## src/rtl/fpga_status_led_ctrl.sv

```systemverilog
// Board status LED controller: per-channel off/on/heartbeat/activity modes,
// with a sticky exit-status latch that overrides all LEDs with pass/fail.
module fpga_status_led_ctrl #(
    parameter int unsigned NUM_LEDS       = 4,
    parameter int unsigned PRESCALE_W     = 27,
    parameter int unsigned FAST_SHIFT     = 3,
    parameter int unsigned STRETCH_CYCLES = 1000000,
    parameter int unsigned EXIT_W         = 32
) (
    input  logic                    clk_gen,
    input  logic                    rst_n,
    input  logic [2*NUM_LEDS-1:0]   mode_i,
    input  logic [NUM_LEDS-1:0]     activity_i,
    input  logic                    exit_valid_i,
    input  logic [EXIT_W-1:0]       exit_value_i,
    output logic [NUM_LEDS-1:0]     led_o,
    output logic                    heartbeat_o,
    output logic                    exit_latched_o,
    output logic                    exit_pass_o,
    output logic [EXIT_W-1:0]       exit_code_o
);

    localparam int unsigned ST_W     = $clog2(STRETCH_CYCLES + 1);
    localparam int unsigned HB_BIT   = PRESCALE_W - 1;
    localparam int unsigned FAST_BIT = PRESCALE_W - 1 - FAST_SHIFT;
    localparam logic [ST_W-1:0] ST_RELOAD = ST_W'(STRETCH_CYCLES - 1);

    typedef enum logic [1:0] {
        MODE_OFF   = 2'b00,
        MODE_ON    = 2'b01,
        MODE_HEART = 2'b10,
        MODE_ACT   = 2'b11
    } led_mode_e;

    typedef enum logic {
        ST_RUN  = 1'b0,
        ST_EXIT = 1'b1
    } state_e;

    state_e                         state_q;
    state_e                         state_d;
    logic [PRESCALE_W-1:0]          cnt_q;
    logic [NUM_LEDS-1:0][ST_W-1:0]  st_q;
    logic [NUM_LEDS-1:0][ST_W-1:0]  st_d;
    logic [NUM_LEDS-1:0]            act_c;
    logic [NUM_LEDS-1:0]            led_d;
    logic                           exit_valid_q;
    logic                           exit_edge_c;
    logic                           capture_c;
    logic                           fast_c;

    assign heartbeat_o    = cnt_q[HB_BIT];
    assign fast_c         = cnt_q[FAST_BIT];
    assign exit_latched_o = (state_q == ST_EXIT);
    assign exit_edge_c    = exit_valid_i & ~exit_valid_q;
    assign capture_c      = exit_edge_c & (state_q == ST_RUN);

    // Free-running blink prescaler
    always_ff @(posedge clk_gen or negedge rst_n) begin
        if (!rst_n) begin
            cnt_q <= '0;
        end else begin
            cnt_q <= cnt_q + PRESCALE_W'(1);
        end
    end

    // Retriggerable activity stretchers, independent of mode
    always_comb begin
        st_d  = st_q;
        act_c = '0;
        for (int i = 0; i < NUM_LEDS; i++) begin
            act_c[i] = activity_i[i] | (st_q[i] != '0);
            if (activity_i[i]) begin
                st_d[i] = ST_RELOAD;
            end else if (st_q[i] != '0) begin
                st_d[i] = st_q[i] - ST_W'(1);
            end else begin
                st_d[i] = '0;
            end
        end
    end

    // Stretch counter registers
    always_ff @(posedge clk_gen or negedge rst_n) begin
        if (!rst_n) begin
            st_q <= '0;
        end else begin
            st_q <= st_d;
        end
    end

    // Exit latch state register
    always_ff @(posedge clk_gen or negedge rst_n) begin
        if (!rst_n) begin
            state_q <= ST_RUN;
        end else begin
            state_q <= state_d;
        end
    end

    // Exit latch next state: first rising edge of exit_valid locks it
    always_comb begin
        state_d = state_q;
        case (state_q)
            ST_RUN:  if (exit_edge_c) state_d = ST_EXIT;
            ST_EXIT: state_d = ST_EXIT;
            default: state_d = ST_RUN;
        endcase
    end

    // Edge detector and captured exit value
    always_ff @(posedge clk_gen or negedge rst_n) begin
        if (!rst_n) begin
            exit_valid_q <= 1'b0;
            exit_code_o  <= '0;
            exit_pass_o  <= 1'b0;
        end else begin
            exit_valid_q <= exit_valid_i;
            if (capture_c) begin
                exit_code_o <= exit_value_i;
                exit_pass_o <= (exit_value_i == '0);
            end
        end
    end

    // LED selection: per-channel mode, or global pass/fail override
    always_comb begin
        led_d = '0;
        if (state_q == ST_EXIT) begin
            led_d = exit_pass_o ? {NUM_LEDS{1'b1}} : {NUM_LEDS{fast_c}};
        end else begin
            for (int i = 0; i < NUM_LEDS; i++) begin
                case (led_mode_e'(mode_i[2*i +: 2]))
                    MODE_OFF:   led_d[i] = 1'b0;
                    MODE_ON:    led_d[i] = 1'b1;
                    MODE_HEART: led_d[i] = cnt_q[HB_BIT];
                    MODE_ACT:   led_d[i] = act_c[i];
                    default:    led_d[i] = 1'b0;
                endcase
            end
        end
    end

    // Registered LED drive
    always_ff @(posedge clk_gen or negedge rst_n) begin
        if (!rst_n) begin
            led_o <= '0;
        end else begin
            led_o <= led_d;
        end
    end

endmodule
```

## config.mk

```make
export PLATFORM = sky130hd
export DESIGN_NAME = fpga_status_led_ctrl
export DESIGN_NICKNAME = d
export VERILOG_FILES = /design/src/rtl/fpga_status_led_ctrl.sv
export SDC_FILE = /design/constraint.sdc
export NUM_CORES = 1
export LEC_CHECK = 0
export BUFFER_PORTS_ARGS = -buffer_cell sky130_fd_sc_hd__buf_2
export CAP_MARGIN = 5
export CORE_ASPECT_RATIO = 1.5
export CORE_MARGIN = 3
export CORE_UTILIZATION = 55
export DETAILED_ROUTE_END_ITERATION = 8
export PLACE_DENSITY = 0.76
export SYNTH_ARGS = -nofsm -noshare
export SYNTH_HDL_FRONTEND = slang
export SYNTH_SLANG_ARGS = --single-unit
```

## constraint.sdc

```tcl
create_clock -name clk_gen -period 2.5 [get_ports clk_gen]
set_clock_uncertainty 0.05 [all_clocks]
set_input_delay 0 -clock clk_gen [delete_from_list [all_inputs] [get_ports clk_gen]]
set_output_delay 0 -clock clk_gen [all_outputs]
set_load 0.005 [all_outputs]
```

; Yosys cells after proc, flatten, opt, wreduce, memory -nomap -nowiden
; Cells that the tools add are included.
; W data, S select, Z words.
[op_classes]
add_sub_neg = 5
eq_ne = 12
n_mux = 16
bitwise = 8
n_reduce_logical = 9
[op_table]
columns = cell, n
row1 = $mux W20, 8
row2 = $reduce_bool A20 Y1, 4
row3 = $sub A20 B1 Y20 const B, 4
row4 = $logic_not A32 Y1, 1
row5 = $add A27 B1 Y27 const B, 1
row6 = $eq A2 B2 Y1 const B, 8
row7 = $pmux W1 S4, 4
row8 = $eq A2 B1 Y1 const B, 4
row9 = $logic_not A2 Y1, 4
row10 = $mux W4, 2
row11 = $or A1 B1 Y1, 4
row12 = $and A1 B1 Y1, 2
row13 = $not A1 Y1, 2
row14 = $pmux W1 S2, 1
row15 = $mux W1, 1
[word_totals]
regBits = 146
in_bits = 47
out_inout_bits = 39
word_cells = 60

; Logic depth before layout (Yosys ltp)
; Gate-level depths: netlist of run 1.
[depth]
word_depth = 4
depth_mapped = 6
depth_no_buf = 6

; Worst setup path before layout of run 1
; OpenSTA, ideal clock, no wires.
[synth_path]
path_kind = reg-to-reg
from = reg st_q[60] (netlist name)
to = reg st_q[78] (netlist name)
setup_time_ps = 69
t_arrival_ps = 1996
t_required_ps = 2381
path_slack_ps = 385
stages_incl_launch_ff = 7
n_path_buf = 0
synth_period_minus_slack_ps = 2115
cell_sequence = dfrtp_1 inv_1 ha_1 nor3b_1 nand3_1 or4b_1 nand3_1
[synth_rtl]
columns = element, line
row1 = "start, declared", 43  ; logic [NUM_LEDS-1:0][ST_W-1:0] st_q;
row2 = "start signal, assigned", 88  ; st_q <= st_d;

; Worst setup path after layout of run 1
[layout_path]
from = reg st_q[20] (netlist name)
to = reg led_o[1]
[layout_between]
elab_chain_cells = 4
[layout_rtl]
columns = element, line
row1 = $reduce_bool A20 Y1, 72  ; act_c[i] = activity_i[i] | (st_q[i] != '0);
row2 = $or A1 B1 Y1, 72
row3 = $pmux W1 S4, 133  ; case (led_mode_e'(mode_i[2*i +: 2]))
row4 = $mux W4, 129  ; if (state_q == ST_EXIT) begin
row5 = net led_d[1], 46  ; logic [NUM_LEDS-1:0] led_d;
row6 = "end signal, assigned", 149  ; led_o <= led_d;
row7 = "end, declared", 16  ; output logic [NUM_LEDS-1:0] led_o,
; The timed path passes the listed nets, and every way through them passes these cells.
; A chain may end at the register's enable or synchronous reset.

==> results of run 1 <==
-- state kept, by name (all words and copies together), names as in the netlist --
signal          cells
exit_valid_q        1
led_o               4
st_q               80
exit_pass_o         1
cnt_q              27
exit_latched_o      1
exit_code_o        32
-- critical path: stages (launching register included) --
cell and delay [ns]:
dfrtp_1 0.41, inv_1 0.08, ha_1 0.18, nor3b_4 0.22, nand4_1 0.16, buf_6 0.18
nor4_4 0.23, o31ai_1 0.08, dlygate4sd3_1 0.58
-- cells by family (layout without fill, tap and decap cells) --
family                   after synthesis  after routing  synth area share
AND/OR/NAND/NOR                      239            239             0.204
flip-flops                           146            146             0.538
AO/OA/AOI/OAI                         92             92            0.0908
XOR/XNOR                              67             67            0.0863
multiplexers                          34             34            0.0561
buffers and inverters                 26            205            0.0145
adder cells (fa/ha/maj)                6              6            0.0110
-- how the worst max path moves through the flow --
stage,cells after the start,start,end,slack (ns)
after CTS,8,st_q[20]$_DFF_PN0_,led_o[1]$_DFF_PN0_,0.13
final,8,st_q[20]$_DFF_PN0_,led_o[1]$_DFF_PN0_,0.20
after global placement,4,st_q[8]$_DFF_PN0_,st_q[19]$_DFF_PN0_,0.47
after detailed placement,4,st_q[9]$_DFF_PN0_,st_q[19]$_DFF_PN0_,0.37
after floorplan,6,st_q[60]$_DFF_PN0_,st_q[78]$_DFF_PN0_,0.39
after global routing,8,st_q[20]$_DFF_PN0_,led_o[1]$_DFF_PN0_,0.03
-- cell type report --
type / instances / area (um2)
Clock buffer: 18 / 439
Tap cell: 153 / 191
Inverter: 14 / 52.6
Fill cell: 839 / 3350
Multi-Input combinational cell: 438 / 3070
Timing Repair Buffer: 159 / 1120
Sequential cell: 146 / 3650
Clock inverter: 14 / 140
-- repair_timing --
action                                 4_1_cts  5_1_grt
setup buffers                                0        4
setup endpoints to repair                    0        1
resized for setup                            0        4
hold buffers                                48        0
endpoints found under the hold margin      135        0
-- metrics by stage --
step	hold WS (ns)	utilization	instances	power, uW
2_1_floorplan	-0.346	-	610	2690
3_3_place_gp	-0.0105	0.629	858	2900
3_5_place_dp	0.00277	0.629	858	2910
4_1_cts	0.0522	0.717	938	5460
5_1_grt	0.117	0.721	942	5630
6_report	0.0526	0.721	942	5430
-- metal layers --
| layer | vias to the layer above | global-route usage | routed length, um |
|---|---|---|---|
| li1 | 2563 | - | - |
| met1 | 2690 | 0.276 | 6470 |
| met2 | 120 | 0.427 | 8320 |
| met3 | 23 | 0.0574 | 562 |
| met4 | 0 | 0.0814 | 269 |
| met5 | - | 0 | 0 |
-- synthesized netlist by cell type (7+ instances only) --
cell type  instances
dfrtp_1          146
nor2_1            53
xnor2_1           35
o21ai_0           34
mux2_2            33
xor2_1            32
nand2_1           28
nor4_1            28
nand3_1           21
nand4_1           20
nor3_1            16
a21oi_1           14
inv_1             13
clkbuf_1          11
or3_1             10
o31ai_1            9
o21bai_1           8
nand2b_1           7
nand4b_1           7
-- power breakdown --
part           leakage (uW)  internal (uW)  switching [uW]
clock network      0.000281           1430            1060
logic               0.00164            220             198
registers           0.00173           2460            64.7
==> flow_metrics.env, run 1 <==
export IMPL_grt_usage=0.237
export IMPL_clk_latency_ns=0.42
export IMPL_worstPathMaxFanout=6
export IMPL_final_hold_violation_count=0
export IMPL_drt_iter0_markers=247
export IMPL_reg2reg_setup_slack_ns=0.20
export IMPL_cts_sinks=146
export IMPL_place_ws_ns=0.373
export IMPL_tns_ns=0
export IMPL_synth_nets=663
export IMPL_fp_dieH_um=142
export IMPL_first_pass_iters=5
export IMPL_avgRoutedWirePerCell_um=16.6
export IMPL_cts_buffer_depth=2
export IMPL_netlist_area_um2=6800
export IMPL_layout_drive_gt1_share=0.250
export IMPL_numPortBuffers=85
export IMPL_ir_drop_v=0.000454
export IMPL_reg2reg_from="st_q[20]$_DFF_PN0_"
export IMPL_ys_seq_area_frac=0.538
export IMPL_cts_buffers_inserted=17
export IMPL_syn_avg_cell_area_um2=11.1
export IMPL_endpoint_kind="flip-flop"
export IMPL_min_to="led_o[0]$_DFF_PN0_"
export IMPL_min_from="mode_i[1]"
export IMPL_start_kind="flip-flop"
export IMPL_drv_slew=0
export IMPL_grt_max_degree=73
export IMPL_die_x_um=96.8
export IMPL_yosysTopAreaCell="dfrtp_1"
export IMPL_cts_root_buffer="clkbuf_16"
export IMPL_coreArea_um2=12000
export IMPL_synth_flop_cell="dfrtp_1"
export IMPL_grt_overflow_total=0
export IMPL_synth_cell_types=54
export IMPL_crit_required_ns=2.75
export IMPL_worst_slew_pin_slew_ns=0.670
export IMPL_p_leak_uw=0.00366
export IMPL_dp_hpwl_um=10100
export IMPL_row_count=49
export IMPL_ant_nets=0
export IMPL_route_detailed_drc=0
export IMPL_min_path_type="in2reg"
export IMPL_final_period_minus_worst_setup_slack_ns=2.30
export IMPL_vias=5396
export IMPL_final_common_cell="dfrtp_1"
export IMPL_synth_warnings=0
export IMPL_synth_top_cells_by_area="dfrtp_1, mux2_2, xnor2_1"
export IMPL_ys_ff_latch=146
export IMPL_gp_congestion=0.812
export IMPL_initial_utilization=0.566
export IMPL_grt_pass1_wl_um=26800
export IMPL_netlist_area_leader_share=0.538
export IMPL_relSlewSlack=0.549
export IMPL_syn_instance_count=610
export IMPL_fmaxAchievable_mhz=434
export IMPL_nNetsFinal=829
export IMPL_rsz0062_at_grt="false"
export IMPL_fin_area_um2=8670
export IMPL_arrival_ns=2.55
export IMPL_timing_reg2reg_worst_path_depth=8
export IMPL_viasPerCell=5.73
export IMPL_dpl_cell_area_um2=7550
export IMPL_r2r_end="led_o[1]$_DFF_PN0_"
export IMPL_die_area_um2=13800
export IMPL_maxCapViolCount=0
export IMPL_mostFrequentLayoutCells="dfrtp_1, buf_2, nor2_1, dlygate4sd3_1, xnor2_1"
export IMPL_top_level_ports=86
export IMPL_synth_async_sr_flop_share=1.00
export IMPL_outcome="completed"
export IMPL_hold_path_depth=4
export IMPL_antenna_found_initial=0
export IMPL_p_per_area_nw_per_um2=626
export IMPL_worst_slack_ns=0.197
export IMPL_drt_wl_total_um=15600
export IMPL_finalCritPeriodShare=0.921
export IMPL_grt_pass1_vias=5770
export IMPL_htreeDepth=4
export IMPL_area_growth_pct=27.5
export IMPL_synth_edf_count=0
export IMPL_cts_tree="built"
export IMPL_crit_type="reg2reg"
export IMPL_n_antenna_cell=0
export IMPL_clk_pin_slew_ns=0.06
export IMPL_setup_viol=0
(Power assumes the default switching activity.)
==> inputs of run 2 (changes only) <==
==> constraint.sdc (replaced) <==
create_clock -name clk_gen -period 2.7 [get_ports clk_gen]
set_clock_uncertainty 0.05 [all_clocks]
set_input_delay 0 -clock clk_gen [delete_from_list [all_inputs] [get_ports clk_gen]]
set_output_delay 0 -clock clk_gen [all_outputs]
set_load 0.005 [all_outputs]
==> flow_metrics.env, run 2 (synthesis results as in run 1) <==
export IMPL_outcome="completed"
export IMPL_layout_drive_gt1_share=0.237
export IMPL_final_cells=930
export IMPL_cts_setup_buffers=0
export IMPL_regArea_um2=3650
export IMPL_setup_viol=0
export IMPL_regMostFlops="st_q"
export IMPL_ir_drop_v=0.000554
export IMPL_power_total_uw=5110
export IMPL_drt_wl_total_um=15300
export IMPL_antenna_found_initial=0
export IMPL_reg_top3="st_q (80), exit_code_o (32), cnt_q (27)"
export IMPL_tns_ns=0
export IMPL_row_count=49
export IMPL_grt_overflow_total=0
export IMPL_rsz0062_at_grt="false"
export IMPL_grt_pass1_wl_um=26500
export IMPL_viasPerCell=5.69
export IMPL_dp_cells=849
export IMPL_cts_tree="built"
export IMPL_nNetsFinal=817
export IMPL_p_seq_frac=0.458
export IMPL_min_path_type="in2reg"
export IMPL_arrival_ns=2.80
export IMPL_worst_slew_pin_slew_ns=0.754
export IMPL_grt_pass1_vias=5633
export IMPL_drt_iter0_markers=235
export IMPL_htreeDepth=4
export IMPL_combPwrFrac=0.073
export IMPL_die_area_um2=13800
export IMPL_endpoint_kind="flip-flop"
export IMPL_vias=5296
export IMPL_top_level_ports=86
export IMPL_final_common_cell="dfrtp_1"
export IMPL_mostFrequentLayoutCells="dfrtp_1, buf_2, nor2_1, dlygate4sd3_1, xnor2_1"
export IMPL_start_kind="flip-flop"
export IMPL_worst_slack_ns=0.148
export IMPL_crit_required_ns=2.95
export IMPL_route_detailed_drc=0
export IMPL_multi_input_area_um2=3050
export IMPL_p_switching_uw=1170
export IMPL_cts_root_buffer="clkbuf_16"
export IMPL_switching_share=0.229
export IMPL_ant_nets=0
export IMPL_final_period_minus_worst_setup_slack_ns=2.55
export IMPL_maxCapViolCount=0
export IMPL_fmaxAchievable_mhz=392
export IMPL_grt_usage=0.234
export IMPL_p_leak_uw=0.00359
export IMPL_fp_dieH_um=142
export IMPL_n_antenna_cell=0
export IMPL_initial_utilization=0.566
export IMPL_worstPathMaxFanout=8
export IMPL_cts_sinks=146
export IMPL_gp_congestion=0.849
export IMPL_grt_max_degree=66
export IMPL_p_int_uw=3940
export IMPL_finalCritPeriodShare=0.945
export IMPL_avgRoutedWirePerCell_um=16.4
export IMPL_largest_reg_flops=80
export IMPL_p_per_area_nw_per_um2=594
export IMPL_crit_type="reg2reg"
export IMPL_relSlewSlack=0.492
export IMPL_clk_latency_ns=0.42
export IMPL_dp_hpwl_um=9870
export IMPL_first_pass_iters=5
export IMPL_final_hold_violation_count=0
export IMPL_clk_pin_slew_ns=0.06
export IMPL_drv_slew=0
export IMPL_clkPwrFrac=0.469
export IMPL_numPortBuffers=85
export IMPL_cts_buffer_depth=2
export IMPL_place_ws_ns=0.286
export IMPL_cts_buffers_inserted=17
export IMPL_die_x_um=96.8
export IMPL_n_fill_cell=852
export IMPL_coreArea_um2=12000
export IMPL_area_growth_pct=26.4
-- run 2: timing repair --
action / 4_1_cts / 5_1_grt
endpoints found under the hold margin: 136 / 0
endpoints found under the setup margin: 0 / 8
resized for setup: 0 / 1
hold buffers: 49 / 0
-- run 2: layout make-up --
class | count | area share
sequential | 146 | 0.425
inverter | 14 | 0.00612
clock buffer | 17 | 0.0495
timing repair buffer | 147 | 0.120
clock inverter | 15 | 0.0214
tap | 153 | 0.0223
multi-input combinational | 438 | 0.355
-- run 2: metrics by stage --
stage,area (um2),hold WS (ns),utilization
2_1_floorplan,6800,-0.346,-
3_3_place_gp,7490,-0.0211,0.623
3_5_place_dp,7490,-0.0134,0.623
4_1_cts,8590,0.0172,0.714
5_1_grt,8590,0.0930,0.715
6_report,8590,0.0241,0.715
-- run 2: critical path: stages, from the launching register on --
cell and delay (ns):
dfrtp_1 0.41, nor4_1 0.56, nand2_1 0.37, nor4_1 0.35, o31ai_1 0.10, dlygate4sd3_1 0.60
-- run 2: path summary, 6_finish.rpt --
path,startpoint,to,slack (ns),cells past startpoint
max reg2reg,st_q[72]$_DFF_PN0_,led_o[3]$_DFF_PN0_,0.15,5
min,mode_i[1],led_o[0]$_DFF_PN0_,0.02,4
max in group asynchronous,rst_n,st_q[78]$_DFF_PN0_,1.74,3
min in group asynchronous,rst_n,st_q[21]$_DFF_PN0_,0.10,2
min reg2reg,cnt_q[16]$_DFF_PN0_,cnt_q[16]$_DFF_PN0_,0.44,1
max,st_q[72]$_DFF_PN0_,led_o[3]$_DFF_PN0_,0.15,5
-- run 2: power by group through the flow --
stage	logic (uW)	registers, uW	clock network [uW]
after global placement	309	2360	0
final	375	2340	2400
after CTS	374	2330	2430
after floorplan	118	2370	0
after global routing	414	2350	2540
after detailed placement	321	2370	0
-- run 2: per-layer routing --
metal,GRT usage,up-vias,share of wire
li1,-,2542,-
met1,0.265,2585,0.40
met2,0.427,135,0.53
met3,0.0613,34,0.041
met4,0.0799,0,0.022
met5,0,-,0
==> inputs of run 3 (changes only) <==
--- a/config.mk
+++ b/config.mk
@@ -5,6 +5,7 @@
 export SDC_FILE = /design/constraint.sdc
 export NUM_CORES = 1
 export LEC_CHECK = 0
+export ABC_AREA = 1
 export BUFFER_PORTS_ARGS = -buffer_cell sky130_fd_sc_hd__buf_2
 export CAP_MARGIN = 5
 export CORE_ASPECT_RATIO = 1.5
==> flow_metrics.env, run 3 <==
export IMPL_dp_cells=1201
export IMPL_synth_flop_cell="dfrtp_1"
export IMPL_die_x_um=102
export IMPL_coreArea_um2=13200
export IMPL_crit_required_ns=2.93
export IMPL_numPortBuffers=85
export IMPL_dpl_cell_area_um2=8160
export IMPL_rsz0062_at_grt="false"
export IMPL_timing_reg2reg_worst_path_depth=8
export IMPL_setup_viol=0
export IMPL_grt_overflow_total=0
export IMPL_synth_edf_count=0
export IMPL_row_count=51
export IMPL_arrival_ns=2.52
export IMPL_worstPathMaxFanout=13
export IMPL_ant_nets=0
export IMPL_grt_busiest_layer="met2"
export IMPL_synth_most_common_cell="nand2_1"
export IMPL_outcome="completed"
export IMPL_grtUsageMet2=0.429
export IMPL_cts_tree="built"
export IMPL_drt_iter0_markers=330
export IMPL_reg_top3="st_q (80), exit_code_o (32), cnt_q (27)"
export IMPL_start_kind="flip-flop"
export IMPL_clk_latency_ns=0.43
export IMPL_initial_utilization=0.573
export IMPL_layout_drive_gt1_share=0.153
export IMPL_cp_common_cell="nand2_1"
export IMPL_dp_hpwl_um=11700
export IMPL_mostFrequentLayoutCells="nand2_1, nor2_1, dfrtp_1, inv_1, buf_2"
export IMPL_ys_seq_area_frac=0.483
export IMPL_grt_pass1_wl_um=30000
export IMPL_worst_slew_pin_slew_ns=0.728
export IMPL_grt_util_met3=0.0518
export IMPL_tns_ns=0
export IMPL_yosysTopAreaCell="dfrtp_1"
export IMPL_netlist_area_um2=7570
export IMPL_final_hold_violation_count=0
export IMPL_place_ws_ns=0.904
export IMPL_synth_cell_types=33
export IMPL_fp_dieH_um=150
export IMPL_final_period_minus_worst_setup_slack_ns=2.29
export IMPL_p_leak_uw=0.00446
export IMPL_route_detailed_drc=0
export IMPL_power_total_uw=4660
export IMPL_avgRoutedWirePerCell_um=13.5
export IMPL_ir_drop_v=0.000395
export IMPL_crit_chain="inv_1 -> ha_1 -> nand2_1 -> nor2_2 -> nand3_2 -> o21ai_0 -> dlygate4sd3_1 -> nand2_1"
export IMPL_combPwrFrac=0.048
export IMPL_synth_async_sr_flop_share=1.00
export IMPL_grt_usage=0.246
export IMPL_htreeDepth=4
export IMPL_p_per_area_nw_per_um2=506
export IMPL_drt_wl_total_um=17400
export IMPL_final_common_cell="nand2_1"
export IMPL_endpoint_kind="flip-flop"
export IMPL_viasPerCell=5.15
export IMPL_area_growth_pct=21.9
export IMPL_syn_instance_count=968
export IMPL_r2r_end="led_o[2]$_DFF_PN0_"
export IMPL_first_pass_iters=7
export IMPL_finalCritPeriodShare=0.849
export IMPL_grt_max_degree=76
export IMPL_worst_slack_ns=0.407
export IMPL_reg2reg_setup_slack_ns=0.41
export IMPL_largest_reg_flops=80
export IMPL_gp_congestion=0.911
export IMPL_synth_nets=1021
export IMPL_cts_buffer_depth=2
export IMPL_slowest_stage="dlygate4sd3_1"
export IMPL_use_met1=0.290
export IMPL_fin_area_um2=9220
export IMPL_crit_type="reg2reg"
export IMPL_grt_pass1_vias=6785
export IMPL_relSlewSlack=0.510
export IMPL_clk_pin_slew_ns=0.06
export IMPL_reg2reg_from="st_q[40]$_DFF_PN0_"
export IMPL_regMostFlops="st_q"
export IMPL_top_level_ports=86
export IMPL_ys_ff_latch=146
export IMPL_die_area_um2=15200
export IMPL_cts_root_buffer="clkbuf_16"
export IMPL_antenna_found_initial=0
export IMPL_post_synth_most_frequent_cells="nand2_1, nor2_1, dfrtp_1, inv_1, nand3_1"
export IMPL_p_seq_frac=0.474
export IMPL_final_cells=1284
export IMPL_min_path_type="in2async"
export IMPL_clkPwrFrac=0.477
export IMPL_switching_share=0.244
export IMPL_synth_top_cells_by_area="dfrtp_1, nand2_1, nor2_1"
export IMPL_synth_warnings=0
export IMPL_cts_buffers_inserted=17
export IMPL_p_switching_uw=1140
export IMPL_cts_sinks=146
export IMPL_maxCapViolCount=0
export IMPL_vias=6616
export IMPL_netlist_area_leader_share=0.483
export IMPL_nNetsFinal=1164
export IMPL_fmaxAchievable_mhz=436
export IMPL_p_int_uw=3530
export IMPL_syn_avg_cell_area_um2=7.82
export IMPL_critPathMaxStageDelay_ns=0.57
export IMPL_drv_slew=0
[run 3: area by class of cell]
type	instances	area, um2
Fill cell	1050	3990
Sequential cell	146	3650
Multi-Input combinational cell	691	3400
Timing Repair Buffer	139	975
Clock buffer	18	439
Inverter	116	435
Tap cell	159	199
Clock inverter	14	116
Antenna cell	1	2.50
[run 3: how the worst max path moves through the flow]
| stage | from | to | cells past startpoint |
|---|---|---|---|
| global route | st_q[40]$_DFF_PN0_ | led_o[2]$_DFF_PN0_ | 8 |
| global placement | st_q[0]$_DFF_PN0_ | st_q[12]$_DFF_PN0_ | 7 |
| CTS | st_q[40]$_DFF_PN0_ | led_o[2]$_DFF_PN0_ | 8 |
| detailed placement | st_q[0]$_DFF_PN0_ | st_q[15]$_DFF_PN0_ | 7 |
| floorplan | st_q[0]$_DFF_PN0_ | st_q[17]$_DFF_PN0_ | 8 |
| finish | st_q[40]$_DFF_PN0_ | led_o[2]$_DFF_PN0_ | 8 |
[run 3: power by group through the flow]
stage	Clock, uW	Sequential [uW]	Combinational (uW)
finish	2230	2210	226
global route	2370	2210	256
floorplan	0	2250	69.7
global placement	0	2250	169
detailed placement	0	2250	172
CTS	2260	2210	223
[run 3: metrics by stage]
step | util | hold WS, ns
finish | 0.698 | 0.115
global route | 0.698 | 0.174
CTS | 0.698 | 0.135
detailed placement | 0.618 | 0.0223
global placement | 0.618 | 0.0199
floorplan | - | -0.346
[run 3: critical path, delay by kind of cell (launching register included)]
| family | cells | cell delay, ns |
|---|---|---|
| adders and majority gates | 1 | 0.22 |
| and+or+nand+nor | 4 | 0.63 |
| buffers and inverters | 2 | 0.66 |
| AOI/OAI and AO/OA | 1 | 0.24 |
| DFF | 1 | 0.36 |
[run 3: cell families (layout without fill, tap and decap cells)]
logic type / count (synthesis) / in the layout / share of synthesized area
simple gates: 562 / 562 / 0.332
other cells: 0 / 1 / 0
xor+xnor: 48 / 48 / 0.0556
fa+ha+maj: 6 / 6 / 0.00992
buf+inv: 131 / 287 / 0.0683
compound gates: 75 / 75 / 0.0514
flops: 146 / 146 / 0.483
[run 3: timing repair]
action                    in CTS  in global routing
hold endpoints to repair     148                  0
resized for setup              0                  0
setup buffers                  0                  0
hold buffers                  50                  0
[run 3: layer usage]
layer | vias to the layer above | part of all wire
li1 | 3329 | -
met2 | 160 | 0.51
met3 | 46 | 0.044
met4 | 0 | 0.031
met1 | 3081 | 0.41
met5 | - | 0
